<file path="config.mk">
export PLATFORM = sky130hd
export DESIGN_NAME = imm_gen_pipe
export DESIGN_NICKNAME = d
export VERILOG_FILES = /design/src/rtl/imm_gen_pipe.sv
export SDC_FILE = /design/constraint.sdc
export NUM_CORES = 1
export LEC_CHECK = 0
export ABC_CLOCK_PERIOD_IN_PS = 5100
export CORE_UTILIZATION = 29
export DETAILED_ROUTE_END_ITERATION = 10
export PLACE_DENSITY_LB_ADDON = 0.3
export RECOVER_POWER = 100
export SYNTH_ARGS = -nofsm -noshare
export SYNTH_HDL_FRONTEND = slang
export SYNTH_SLANG_ARGS = --single-unit
</file>
<file path="constraint.sdc">
create_clock -name clk -period 5.1 [get_ports clk]
set_clock_uncertainty 0.2 [all_clocks]
set_input_delay 0.765 -clock clk [delete_from_list [all_inputs] [get_ports clk]]
set_output_delay 0.765 -clock clk [all_outputs]
set_load 0.02 [all_outputs]
</file>
<file path="src/rtl/imm_gen_pipe.sv">
// imm_gen_pipe: pipelined LEGv8 immediate generator.
// Decodes a 32-bit instruction word (D, CB, B and I formats) into an N-bit
// extended immediate and a 3-bit format code. Results go into a DEPTH-entry
// circular queue with valid/ready handshakes on both sides.
//
// Ports:
//   clk        rising-edge clock
//   reset      asynchronous active-low reset
//   flush      synchronous queue clear, beats every handshake
//   in_valid   in_instr carries an instruction
//   in_ready   an instruction can be accepted this cycle
//   in_instr   32-bit instruction word
//   out_valid  head entry valid
//   out_ready  consumer takes the head entry this cycle
//   out_imm    extended immediate of the head entry (0 when empty)
//   out_fmt    format of the head entry: 0 NONE, 1 D, 2 CB, 3 B, 4 I
//   count      number of occupied entries
module imm_gen_pipe #(
  parameter int unsigned N     = 64,
  parameter int unsigned DEPTH = 2,
  localparam int unsigned CW   = $clog2(DEPTH + 1)
) (
  input  logic          clk,
  input  logic          reset,
  input  logic          flush,
  input  logic          in_valid,
  output logic          in_ready,
  input  logic [31:0]   in_instr,
  output logic          out_valid,
  input  logic          out_ready,
  output logic [N-1:0]  out_imm,
  output logic [2:0]    out_fmt,
  output logic [CW-1:0] count
);

  localparam int unsigned PW = (DEPTH > 1) ? $clog2(DEPTH) : 1;
  localparam logic [CW-1:0] DepthC = CW'(DEPTH);
  localparam logic [PW-1:0] LastPtr = PW'(DEPTH - 1);

  typedef enum logic [2:0] {
    FmtNone = 3'd0,
    FmtD    = 3'd1,
    FmtCb   = 3'd2,
    FmtB    = 3'd3,
    FmtI    = 3'd4
  } fmt_e;

  // Combinational decode; the first matching format wins.
  logic [N-1:0] dec_imm;
  fmt_e         dec_fmt;

  always_comb begin
    dec_imm = '0;
    dec_fmt = FmtNone;
    if (in_instr[31:21] == 11'b11111000010 || in_instr[31:21] == 11'b11111000000) begin
      dec_fmt = FmtD;
      dec_imm = {{(N - 9){in_instr[20]}}, in_instr[20:12]};
    end else if (in_instr[31:24] == 8'b10110100 || in_instr[31:24] == 8'b10110101) begin
      dec_fmt = FmtCb;
      dec_imm = {{(N - 19){in_instr[23]}}, in_instr[23:5]};
    end else if (in_instr[31:26] == 6'b000101) begin
      dec_fmt = FmtB;
      dec_imm = {{(N - 26){in_instr[25]}}, in_instr[25:0]};
    end else if (in_instr[31:22] == 10'b1001000100 || in_instr[31:22] == 10'b1101000100) begin
      dec_fmt = FmtI;
      dec_imm = {{(N - 12){1'b0}}, in_instr[21:10]};
    end
  end

  // Queue state
  logic [N-1:0]  imm_mem [DEPTH];
  logic [2:0]    fmt_mem [DEPTH];
  logic [PW-1:0] rd_ptr_q, rd_ptr_d;
  logic [PW-1:0] wr_ptr_q, wr_ptr_d;
  logic [CW-1:0] count_q, count_d;
  logic          push, pop;

  function automatic logic [PW-1:0] ptr_inc(input logic [PW-1:0] p);
    // Explicit wrap so non-power-of-two depths work.
    if (p == LastPtr) begin
      return '0;
    end
    return p + 1'b1;
  endfunction

  // in_ready depends only on registered state, flush and reset; never on out_ready.
  assign in_ready  = reset && !flush && (count_q < DepthC);
  assign out_valid = (count_q != '0);
  assign push      = in_valid && in_ready;
  assign pop       = out_valid && out_ready && !flush;

  always_comb begin
    rd_ptr_d = rd_ptr_q;
    wr_ptr_d = wr_ptr_q;
    count_d  = count_q;
    if (flush) begin
      rd_ptr_d = '0;
      wr_ptr_d = '0;
      count_d  = '0;
    end else begin
      if (push) begin
        wr_ptr_d = ptr_inc(wr_ptr_q);
      end
      if (pop) begin
        rd_ptr_d = ptr_inc(rd_ptr_q);
      end
      unique case ({push, pop})
        2'b10:   count_d = count_q + CW'(1);
        2'b01:   count_d = count_q - CW'(1);
        default: count_d = count_q;
      endcase
    end
  end

  always_ff @(posedge clk or negedge reset) begin
    if (!reset) begin
      rd_ptr_q <= '0;
      wr_ptr_q <= '0;
      count_q  <= '0;
    end else begin
      rd_ptr_q <= rd_ptr_d;
      wr_ptr_q <= wr_ptr_d;
      count_q  <= count_d;
    end
  end

  // Storage is not reset; outputs are masked to zero while empty instead.
  always_ff @(posedge clk) begin
    if (push) begin
      imm_mem[wr_ptr_q] <= dec_imm;
      fmt_mem[wr_ptr_q] <= dec_fmt;
    end
  end

  assign out_imm = out_valid ? imm_mem[rd_ptr_q] : '0;
  assign out_fmt = out_valid ? fmt_mem[rd_ptr_q] : 3'd0;
  assign count   = count_q;

endmodule

</file>
Word level (Yosys, flattened, before mapping)
Memories as Yosys holds them, arrays and structs flattened.
Index checks and enable logic that the tools add are counted.
{ "classes": {"n_addsub": 4, "n_lt_le_gt_ge": 1, "eq_ne": 9, "muxes": 28, "n_reduce_logical": 13} }
{ "op_table": {"columns": ["op", "n"], "rows": [
  ["2-to-1 mux 64 bit", 4],
  ["equality test 11 bit (second input constant)", 2],
  ["equality test 10 bit (second input constant)", 2],
  ["equality test 8 bit (second input constant)", 2],
  ["2-to-1 mux 1 bit", 16],
  ["2-to-1 mux 3 bit", 5],
  ["2-to-1 mux 12 bit", 1],
  ["equality test 6 x 3 -> 1 bit (second input constant)", 1],
  ["nonzero test 2 bit", 3],
  ["logical AND 1 bit", 5],
  ["one-hot mux 2 bit (2 select lines)", 1],
  ["logical OR 1 bit", 3],
  ["nonzero test 3 bit", 1],
  ["adder 1 bit (second input constant)", 2],
  ["adder 2 x 1 -> 2 bit (second input constant)", 1],
  ["equality test 2 x 1 -> 1 bit (second input constant)", 1],
  ["equality test 2 bit (second input constant)", 1],
  ["less-than comparator 2 bit (second input constant)", 1],
  ["2-to-1 mux 2 bit", 1],
  ["subtractor 2 x 1 -> 2 bit (second input constant)", 1],
  ["zero test 1 bit", 1]
]} }
{ "totals": {"register_bits": 4, "ramBits": 134, "output_inout_bits": 71, "elab_cells": 60, "n_memories": 2} }
{ "memory_table": {"columns": ["name", "words", "word_bits", "read_ports", "rd_clocked_by_memory_dff", "wr", "line_no", "text"], "rows": [
  ["imm_mem", 2, 64, 1, 0, 1, "71", "logic [N-1:0] imm_mem [DEPTH];"],
  ["fmt_mem", 2, 3, 1, 0, 1, "72", "logic [2:0] fmt_mem [DEPTH];"]
]} }

Longest topological paths before layout
{ "depth": {"depth_word": 9, "ltp_mapped": 6, "ltp_nobuf": 4} }

Worst setup path after synthesis
OpenSTA, ideal clock, no wires.
{ "synth_path": {"path_type": "register to output", "startpoint": "register rd_ptr_q", "endpoint": "output out_imm[26]", "arrival_ns": 2.817, "required_time_ns": 4.135, "slack_ns": 1.318, "path_stages_with_launch": 6, "n_path_buf": 3, "path_cell_list": "dfrtp_1 clkbuf_1 buf_1 mux2i_1 nor2_1 buf_4"} }
{ "synth_between": {"elab_chain_cells": 2} }
{ "synth_rtl": {"columns": ["element", "line_no", "text"], "rows": [
  ["from (decl)", "73", "logic [PW-1:0] rd_ptr_q, rd_ptr_d;"],
  ["from (signal assigned)", "121", "rd_ptr_q <= rd_ptr_d;"],
  ["memory (2 x 64 bit)", null, null],
  ["2-to-1 mux 64 bit", "135", "assign out_imm = out_valid ? imm_mem[rd_ptr_q] : '0;"],
  ["to (decl)", "31", "output logic [N-1:0] out_imm,"]
]} }
Every way passes these cells.

Worst setup path after layout
{ "layout_path": {"startpoint": "register count_q[1] (netlist: count[1])", "endpoint": "output out_imm[61]"} }
{ "layout_between": {"elab_chain_cells": 2} }
{ "layout_rtl": {"columns": ["element", "line_no", "text"], "rows": [
  ["from (decl)", "75", "logic [CW-1:0] count_q, count_d;"],
  ["from (signal assigned)", "123", "count_q <= count_d;"],
  ["nonzero test 2 bit", "88", "assign out_valid = (count_q != '0);"],
  ["2-to-1 mux 64 bit", "135", null]
]} }
Every way passes these cells.

==> results by group <==
Setup path
  – Crit path kind: flop to output pin
  – Slowest stage cell, crit path: nor2_1
  – Setup crit start kind: flop
  – CP arrival: roughly 3.4 ns
  – CP Max Fanout: 39
  – Req. time, crit path: 4.14 ns
  – Worst-path cell chain: nor2_1 > clkbuf_1 > nor2_2 > clkdlybuf4s50_1
  – Critical Path Max Stage Delay: ~0.96 ns
  – CP endpoint kind: output pin

Global route
  – GRT Total Usage: 13.2%
  – Global-route wire length before repair: 11,400 um
  – Total gr overflow: 0
  – Largest net degree at the start of global routing: 40
  – Initial antenna violation count: 0
  – Vias in the first global route: between 2k and 2.5k

Floorplan
  – Row cnt: 37
  – IO Count: 108
  – Initial core utilization: 30.3%
  – Die area: 11,400 um^2
  – Core area: 10,500 um^2
  – Die height: between 100 and 150 um
  – Die X: 107 um

Yosys
  – Post-Syn Area: about 3200 um^2
  – Synth unique cells: 36
  – Asr flop ratio synth: 6.45%
  – Synth top area share: a little over half
  – Mean Syn Cell Area: 12.0 um^2
  – Most frequent cell after synthesis: edfxtp_1
  – Synth top cells by count: edfxtp_1, buf_4, nor2_1, mux2i_1, nand2_1
  – Net count after synthesis: 303
  – Top cell type by total area after synthesis: edfxtp_1
  – Flops & latches, synth: 62
  – Post-synth EDFFs: 58
  – Synth top area cells: edfxtp_1, mux2i_1, buf_4, nor2_1, dfrtp_1
  – Seq/Total Area, Yosys: between 50% and 60%
  – Total of warnings raised by yosys: 0
  – Top FF cell, synth: edfxtp_1
  – Cell count after synthesis: 266

Power and ir drop
  – Static leakage: 1.53 nW
  – Worst IR Drop VDD: between 0.0001 and 0.00015 V
  – PwrDens: 278 nW/um^2

Route
  – Routed len/inst: 15.7 um
  – DR DRC count: 0
  – Vias per cell: 4.64
  – DRT Wirelength: 7470 um
  – Pre-Repair DR Iteration Count: 4
  – Via Count: about 2.2k
  – ANT nets after route: 0
  – Initial DRC count: 152

STA
  – Endpoints failing setup: 0
  – Final Max Slew Viols: 60
  – Worst-Margin Slew: roughly 1.7 ns
  – Crit share post-route: between 80% and 90%
  – Hold Vio Cnt, Final: 0
  – Max Freq: 230 MHz
  – RSZ-0062 raised after global routing: no
  – Final min period: 4.36 ns
  – Rel. slew slack: -13.8%
  – Setup TNS Final: 0 ns

Worst hold path
  – HP Class: flop to flop

Clock tree
  – Setup bufs post-CTS: 0
  – H-tree Lvls: 3
  – CTS tree: built
  – CTS max path bufs: 2
  – Clk root buf: clkbuf_8
  – Num CTS Buffers: 9
  – Post-CTS Hold Buffers: 0
  – Worst-path clk slew: 0.07 ns
  – Sink Count: slightly above 60
  – Worst-skew pair later-pin latency: 0.33 ns
  – # resized after CTS: 0

Finish
  – Layout cells sized above 1: 7.33%
  – Final Non-Filler Cells: 477
  – Area Growth Syn to Fin: 35.0%
  – Final net count: 373
  – Antenna Cells: 0

Place
  – I/O Buffers: approximately 110
  – Hpwl dp: 5500 um
  – Placed insts: 461
  – RePlAce Congestion: 0.756

Run
  – Max-capacitance violation count: 2

Status
  – Failing checks: max-capacitance violations, max-slew violations
  – Outcome: complete, but fails checks
## layout by cell type (no fill, tap or decap), types with 2 or more instances in the layout
cell type | Yosys | layout
clkdlybuf4s50_1 | 0 | 74
edfxtp_1 | 58 | 58
nor2_1 | 38 | 36
dlygate4sd3_1 | 0 | 33
mux2i_1 | 29 | 29
nand2_1 | 20 | 20
clkbuf_8 | 0 | 9
a22oi_1 | 7 | 7
a222oi_1 | 6 | 6
a21o_1 | 6 | 6
a221o_1 | 5 | 5
clkbuf_1 | 12 | 5
o21ai_0 | 4 | 4
a21oi_1 | 4 | 4
dfrtp_1 | 4 | 4
and4b_1 | 3 | 3
nand3_1 | 3 | 3
clkinv_2 | 0 | 3
nor2_2 | 0 | 2
nor3b_1 | 2 | 2
nor4bb_1 | 2 | 2
or2_2 | 2 | 2
a22o_2 | 2 | 2
xor2_1 | 2 | 2
nand2b_1 | 2 | 2
## critical path, delay by kind of cell, from the launching register on
kind / cells / cell delay, ns
buffers and inverters: 2 / 1.24
DFF: 1 / 0.45
and+or+nand+nor: 2 / 1.36
## sequential cells by signal (all words and copies together) (netlist names)
register	flops
wr_ptr_q	1
rd_ptr_q	1
imm_mem	52
fmt_mem	6
count	2
## path summary, 6_finish.rpt
kind                       startpoint        endpoint  slack, ns  cells after the start
setup / recovery             count[1]     out_imm[61]       0.74                      4
hold / removal               wr_ptr_q        wr_ptr_q       0.40                      2
setup reg to reg             count[1]  imm_mem[0][15]       2.27                      4
hold reg to reg              wr_ptr_q        wr_ptr_q       0.40                      2
max in group asynchronous       reset        rd_ptr_q       3.95                      1
min in group asynchronous       reset        count[1]       0.54                      1
## through the flow
stage	hold WS [ns]	power [mW]	cell area [um^2]	utilization (%)	worst slack, ns
after floorplan	0.269	0.713	3190	-	1.32
after global routing	0.447	1.24	4300	40.9	0.497
after global placement	0.366	0.812	4150	39.5	1.64
after CTS	0.400	1.22	4340	41.3	1.12
after detailed placement	0.383	0.814	4150	39.5	1.49
final	0.396	1.19	4300	40.9	0.744
## power by group
group / switching (mW) / total, mW / internal, mW
Combinational: 0.118 / 0.222 / 0.104
Sequential: 0.00471 / 0.570 / 0.565
Clock: 0.180 / 0.402 / 0.222
Total: 0.303 / 1.19 / 0.891
## logic make-up (layout without fill, tap and decap cells)
family | after synthesis | count (layout) | synth area share [%]
simple gates | 81 | 81 | 12.3
flops | 62 | 62 | 57.8
buf+inv | 55 | 130 | 11.0
compound gates | 37 | 37 | 9.23
mux | 29 | 29 | 9.11
xor+xnor | 2 | 2 | 0.550
## metal layers
layer | vias up | share of wire [%] | global-route usage, %
li1 | 1083 | - | -
met5 | - | 0 | 0
met3 | 4 | 4.0 | 2.67
met2 | 54 | 51 | 22.1
met1 | 1070 | 44 | 16.6
met4 | 0 | 0.87 | 5.28
## cell type report
class                           count  area [um^2]
Clock buffer                        9          124
Clock inverter                      7         65.1
Fill cell                        1004         6210
Inverter                            1         3.75
Multi-Input combinational cell    149          998
Sequential cell                    62         1840
Tap cell                          136          170
Timing Repair Buffer              113         1100
Power figures use the tool's default switching activity.
